### src/rtl/mult_arbiter.sv
// Round-robin front end that shares one pipelined signed multiplier among NREQ requesters.
// Results return in issue order, tagged with the requester ID, MUL_LAT+1 cycles after the grant.
module mult_arbiter #(
   parameter int BITWIDTH = 16,
   parameter int NREQ     = 4,
   parameter int MUL_LAT  = 2,
   parameter int IDW      = 2
) (
   input  logic                     clk,
   input  logic                     reset,
   input  logic                     arb_en,
   input  logic [NREQ-1:0]          req_valid,
   output logic [NREQ-1:0]          req_ready,
   input  logic [NREQ*BITWIDTH-1:0] req_a,
   input  logic [NREQ*BITWIDTH-1:0] req_b,
   output logic                     mul_en,
   output logic [BITWIDTH-1:0]      mul_a,
   output logic [BITWIDTH-1:0]      mul_b,
   input  logic [2*BITWIDTH-1:0]    mul_product,
   output logic [NREQ-1:0]          resp_valid,
   output logic [IDW-1:0]           resp_id,
   output logic [2*BITWIDTH-1:0]    resp_product,
   output logic                     busy
);

   logic [IDW-1:0]          r_ptr;
   logic                    r_mul_en;
   logic [IDW-1:0]          r_mul_id;
   logic [BITWIDTH-1:0]     r_mul_a;
   logic [BITWIDTH-1:0]     r_mul_b;
   logic [MUL_LAT-1:0]      r_tag_v;
   logic [IDW-1:0]          r_tag_id [MUL_LAT];
   logic [NREQ-1:0]         r_resp_valid;
   logic [IDW-1:0]          r_resp_id;
   logic [2*BITWIDTH-1:0]   r_resp_product;

   logic                    w_gnt_any;
   logic [IDW-1:0]          w_gnt_id;
   logic [IDW-1:0]          w_gnt_next;
   logic                    w_xfer;
   int                      w_idx;

   // Walk from the far end back toward ptr so the last hit is the nearest one.
   always_comb begin
      w_gnt_any = 1'b0;
      w_gnt_id  = '0;
      w_idx     = 0;
      for (int k = NREQ - 1; k >= 0; k--) begin
         w_idx = int'(r_ptr) + k;
         if (w_idx >= NREQ) w_idx = w_idx - NREQ;
         if (req_valid[IDW'(w_idx)]) begin
            w_gnt_any = 1'b1;
            w_gnt_id  = IDW'(w_idx);
         end
      end
   end

   // Reset gates the grant so nothing is offered while the block is held clear.
   assign w_xfer     = w_gnt_any & arb_en & reset;
   assign w_gnt_next = (w_gnt_id == IDW'(NREQ - 1)) ? '0 : w_gnt_id + 1'b1;

   for (genvar gi = 0; gi < NREQ; gi++) begin : g_ready
      assign req_ready[gi] = w_xfer && (w_gnt_id == IDW'(gi));
   end

   always_ff @(posedge clk or negedge reset) begin
      if (!reset) begin
         r_ptr          <= '0;
         r_mul_en       <= 1'b0;
         r_mul_id       <= '0;
         r_mul_a        <= '0;
         r_mul_b        <= '0;
         r_tag_v[0]     <= 1'b0;
         r_tag_id[0]    <= '0;
         r_resp_valid   <= '0;
         r_resp_id      <= '0;
         r_resp_product <= '0;
      end else begin
         r_mul_en    <= w_xfer;
         r_tag_v[0]  <= r_mul_en;
         r_tag_id[0] <= r_mul_id;
         if (w_xfer) begin
            r_ptr    <= w_gnt_next;
            r_mul_id <= w_gnt_id;
            r_mul_a  <= req_a[w_gnt_id*BITWIDTH +: BITWIDTH];
            r_mul_b  <= req_b[w_gnt_id*BITWIDTH +: BITWIDTH];
         end
         // The oldest tag lines up with the product one cycle after it settles.
         r_resp_valid <= '0;
         if (r_tag_v[MUL_LAT-1]) begin
            r_resp_valid[r_tag_id[MUL_LAT-1]] <= 1'b1;
            r_resp_id                         <= r_tag_id[MUL_LAT-1];
            r_resp_product                    <= mul_product;
         end
      end
   end

   for (genvar gi = 1; gi < MUL_LAT; gi++) begin : g_tag
      always_ff @(posedge clk or negedge reset) begin
         if (!reset) begin
            r_tag_v[gi]  <= 1'b0;
            r_tag_id[gi] <= '0;
         end else begin
            r_tag_v[gi]  <= r_tag_v[gi-1];
            r_tag_id[gi] <= r_tag_id[gi-1];
         end
      end
   end

   assign mul_en       = r_mul_en;
   assign mul_a        = r_mul_a;
   assign mul_b        = r_mul_b;
   assign resp_valid   = r_resp_valid;
   assign resp_id      = r_resp_id;
   assign resp_product = r_resp_product;
   assign busy         = (|r_tag_v) | r_mul_en;

endmodule

### config.mk
export PLATFORM = sky130hd
export DESIGN_NAME = mult_arbiter
export DESIGN_NICKNAME = d
export VERILOG_FILES = /design/src/rtl/mult_arbiter.sv
export SDC_FILE = /design/constraint.sdc
export NUM_CORES = 1
export LEC_CHECK = 0
export ABC_AREA = 0
export CAP_MARGIN = 25
export CELL_PAD_IN_SITES_DETAIL_PLACEMENT = 0
export CELL_PAD_IN_SITES_GLOBAL_PLACEMENT = 2
export CORE_MARGIN = 5
export CORE_UTILIZATION = 21
export DETAILED_ROUTE_END_ITERATION = 8
export PLACE_DENSITY_LB_ADDON = 0.1
export SLEW_MARGIN = 20
export SYNTH_ARGS = -nofsm -noshare
export SYNTH_HDL_FRONTEND = slang
export SYNTH_SLANG_ARGS = --single-unit
### constraint.sdc
create_clock -name clk -period 2.5 [get_ports clk]
set_clock_uncertainty 0.1 [all_clocks]
set_input_delay 0.625 -clock clk [delete_from_list [all_inputs] [get_ports clk]]
set_output_delay 0.625 -clock clk [all_outputs]
set_load 0.03 [all_outputs]
==> results.md <==
* I/O pin count at roughly 240
* Critical path class: in -> out
* Critical Path RT at roughly 1800 ps
* Vias in the first global route at between 3000 and 4000
* Worst reg2reg path depth at 6
* Synth Register Bits at 81
* Mean Syn Cell Area at about 11 sq um
* Sw Ratio at a little under two fifths
* Clock buffer depth at 2
* Core ar. at 0.0185 sq mm
* Worst-path fanout max at 7
* RSZ-0062 raised after global routing: yes
* Post-synth top area share at around half
* Final-stage net count at between 700 and 800
* Final core occ at 38.9%
* Post-synth top area cell: dfrtp_1
* CTS root buffer: clkbuf_16
* RD Place Congestion at roughly 0.74
* Slew margin rel. at ~49%
* Synth Flop Type: dfrtp_1
* Achievable clock frequency at a little over 400 MHz
* Power Dens Cells at 899 mW/mm^2
* Num CTS Buffers at 9
* Leak at between 2 and 3 nW
* Non-Filler Instances at about 840
* Clock-pin slew on the worst setup and hold paths at roughly 60 ps
* CP Launch Type: input port
* Clock power frac at 23.6%
* H-tree depth at 3
* # fillers at between 1500 and 2000
* Pin count of the biggest net entering global routing at 60
* Initial antenna violation count at 1
* Sequential area share after synthesis at roughly 52%
* Number of max-cap violations at 0
* Synth Instances at 342
* Global-route wire length before repair at 22800 microns
* Buffers on Ports at approximately 240
* Via count at about 3800
* Area grow syn2layout at 83.9%
* # clock sinks at between 80 and 90
* Clock Latency Late Sink at around 330 ps
* Num rows at 50
* Syn Nets at roughly 500
* Final Hold Vio Count at 0
* Starting Density at approximately a fifth
* Synth async-reset ratio at 100%
* Post-synth EDFFs at 0
* Fin crit share at between 90 and 100%
* Multi-input gate area at 0.00183 sq mm
* Worst-margin pin slew at ~770 ps
* Yosys warns at 0
* DRT Pass-1 Iters at 4
* Residual DRC at 0
* Reg area at 0.00203 sq mm
* Fraction of layout cells with a size suffix above 1 at 18.1%
* Post-Route WL at approximately 15000 microns
* Synth cell count leaders: 81 x dfrtp_1, 34 x and3_1, 33 x mux2_2
* Max VDD drop at roughly 0.28 mV
* R2R setup slack at about 470 ps
* HP Class: in -> async
* Status: completed
* WL/cell at between 15 and 20 microns
* GRT overflow at 0
* NetSw at between 2 and 2.5 mW
* Most numerous cell in the Yosys netlist: dfrtp_1
* Min Tclk post-route at 2480 ps
* Post-DP HPWL at 11300 microns
* Die Ht at between 100 and 150 microns
* Placed cells at ~800
* Detail Route Antenna Nets at 0
* Synth top area cells: dfrtp_1 52%, mux2_2 9.5%, mux2i_1 8.2%
* Final slew viol count at 0
* Global-route usage over all layers at 13.6%
* Syn Std Cell Area at 0.00392 sq mm
* Reg-to-Reg Start: r_ptr[1]
* Via/cell ratio at approximately 4.5
* Full die area at around 0.022 sq mm
* DIE WIDTH at approximately 150 microns
* DR iter-0 viols at approximately 110
* CTS tree: yes
* Ant. Diodes at 0
* RR Endpoint: mul_a[13]
* Internal at slightly above 4 mW
* Flop pwr share at 28.7%
* Worst Setup End Kind: output pin
* Data arrival time of the worst path at ~1800 ps
* Cell variety after synth at 33
* Setup violations, final at 0
* Power share of the combinational group at approximately 48%
flip-flops by register name (all words and copies together), names as in the netlist:
register      cells
resp_product     32
mul_en            1
r_tag_v           2
mul_a            16
r_ptr             2
mul_b            16
r_tag_id          4
resp_id           2
resp_valid        4
r_mul_id          2
layout by cell type (no fill, tap or decap), types with 3 or more instances in the layout:
cell type	synthesis	final
nand2_1	8	5
clkdlybuf4s50_1	0	231
o22ai_1	32	32
buf_4	1	31
clkbuf_16	0	9
mux2i_1	32	32
buf_2	9	3
and3_1	34	33
a211oi_1	32	32
buf_6	3	5
mux2_2	33	33
o21ai_1	29	29
buf_12	0	4
o21ai_0	6	6
dfrtp_1	81	80
bufinv_16	0	3
power by group through the flow:
stage	registers, mW	clock network (mW)	logic [mW]
final	1.86	1.53	3.09
after global routing	1.91	1.65	3.30
after CTS	1.87	1.59	3.13
after detailed placement	1.87	0	3.09
after global placement	1.87	0	3.08
after floorplan	2.49	0	1.09
through the flow:
stage                     total power, mW  cell area [sq um]  hold WS (ps)  setup slack (ps)  setup TNS, ps
after floorplan                      3.58               3970           229             -42.9          -42.9
after global placement               4.94               6800           232              -546         -12960
after detailed placement             4.96               6800           236              -568         -13450
after CTS                            6.59               7210           230             -8.01          -8.01
after global routing                 6.85               7210           246             -21.4          -36.8
final                                6.48               7210           238              19.6              0
final cells by class:
class	instances	area share, %
Sequential cell	81	28.1
Clock inverter	6	1.61
Inverter	3	0.156
Timing Repair Buffer	275	37.6
Multi-Input combinational cell	227	25.4
Clock buffer	9	3.12
Tap cell	234	4.06
kinds of logic after synthesis:
kind of cell	count (synthesis)	synth area share, %
xor+xnor	1	0.223
mux	65	17.6
buf+inv	34	4.21
flops	81	51.7
simple gates	57	9.12
compound gates	104	17.1
worst max-delay path, stage by stage:
cell and delay (ps):
buf_2 120, or2_4 270, buf_4 150, nand4b_4 100
nand2_4 110, nor3b_4 210, buf_6 160
how the worst max path moves through the flow:
stage | startpoint | cells past startpoint | slack (ps) | endpoint
5_1_grt | req_valid[3] | 7 | -20 | req_ready[0]
4_1_cts | r_ptr[0] | 6 | -8 | req_ready[2]
2_1_floorplan | req_valid[1] | 6 | -40 | req_ready[0]
3_3_place_gp | req_valid[2] | 8 | -550 | req_ready[2]
3_5_place_dp | req_valid[2] | 8 | -570 | req_ready[2]
6_report | req_valid[3] | 7 | 20 | req_ready[0]
repair_timing:
item	CTS	global route
pin swaps	7	4
buffers inserted	4	0
gates resized for setup	30	4
hold buffers	0	0
endpoints found under the setup margin	15	3
routing by layer:
layer / GRT usage [%] / routed length [microns] / part of all wire [%]
met5: 0 / 7 / 0.046
met4: 4.09 / 170 / 1.1
met3: 5.80 / 1390 / 9.2
met2: 21.2 / 6830 / 45
met1: 17.3 / 6690 / 44
Note: power is estimated with default switching activity, not from simulation.
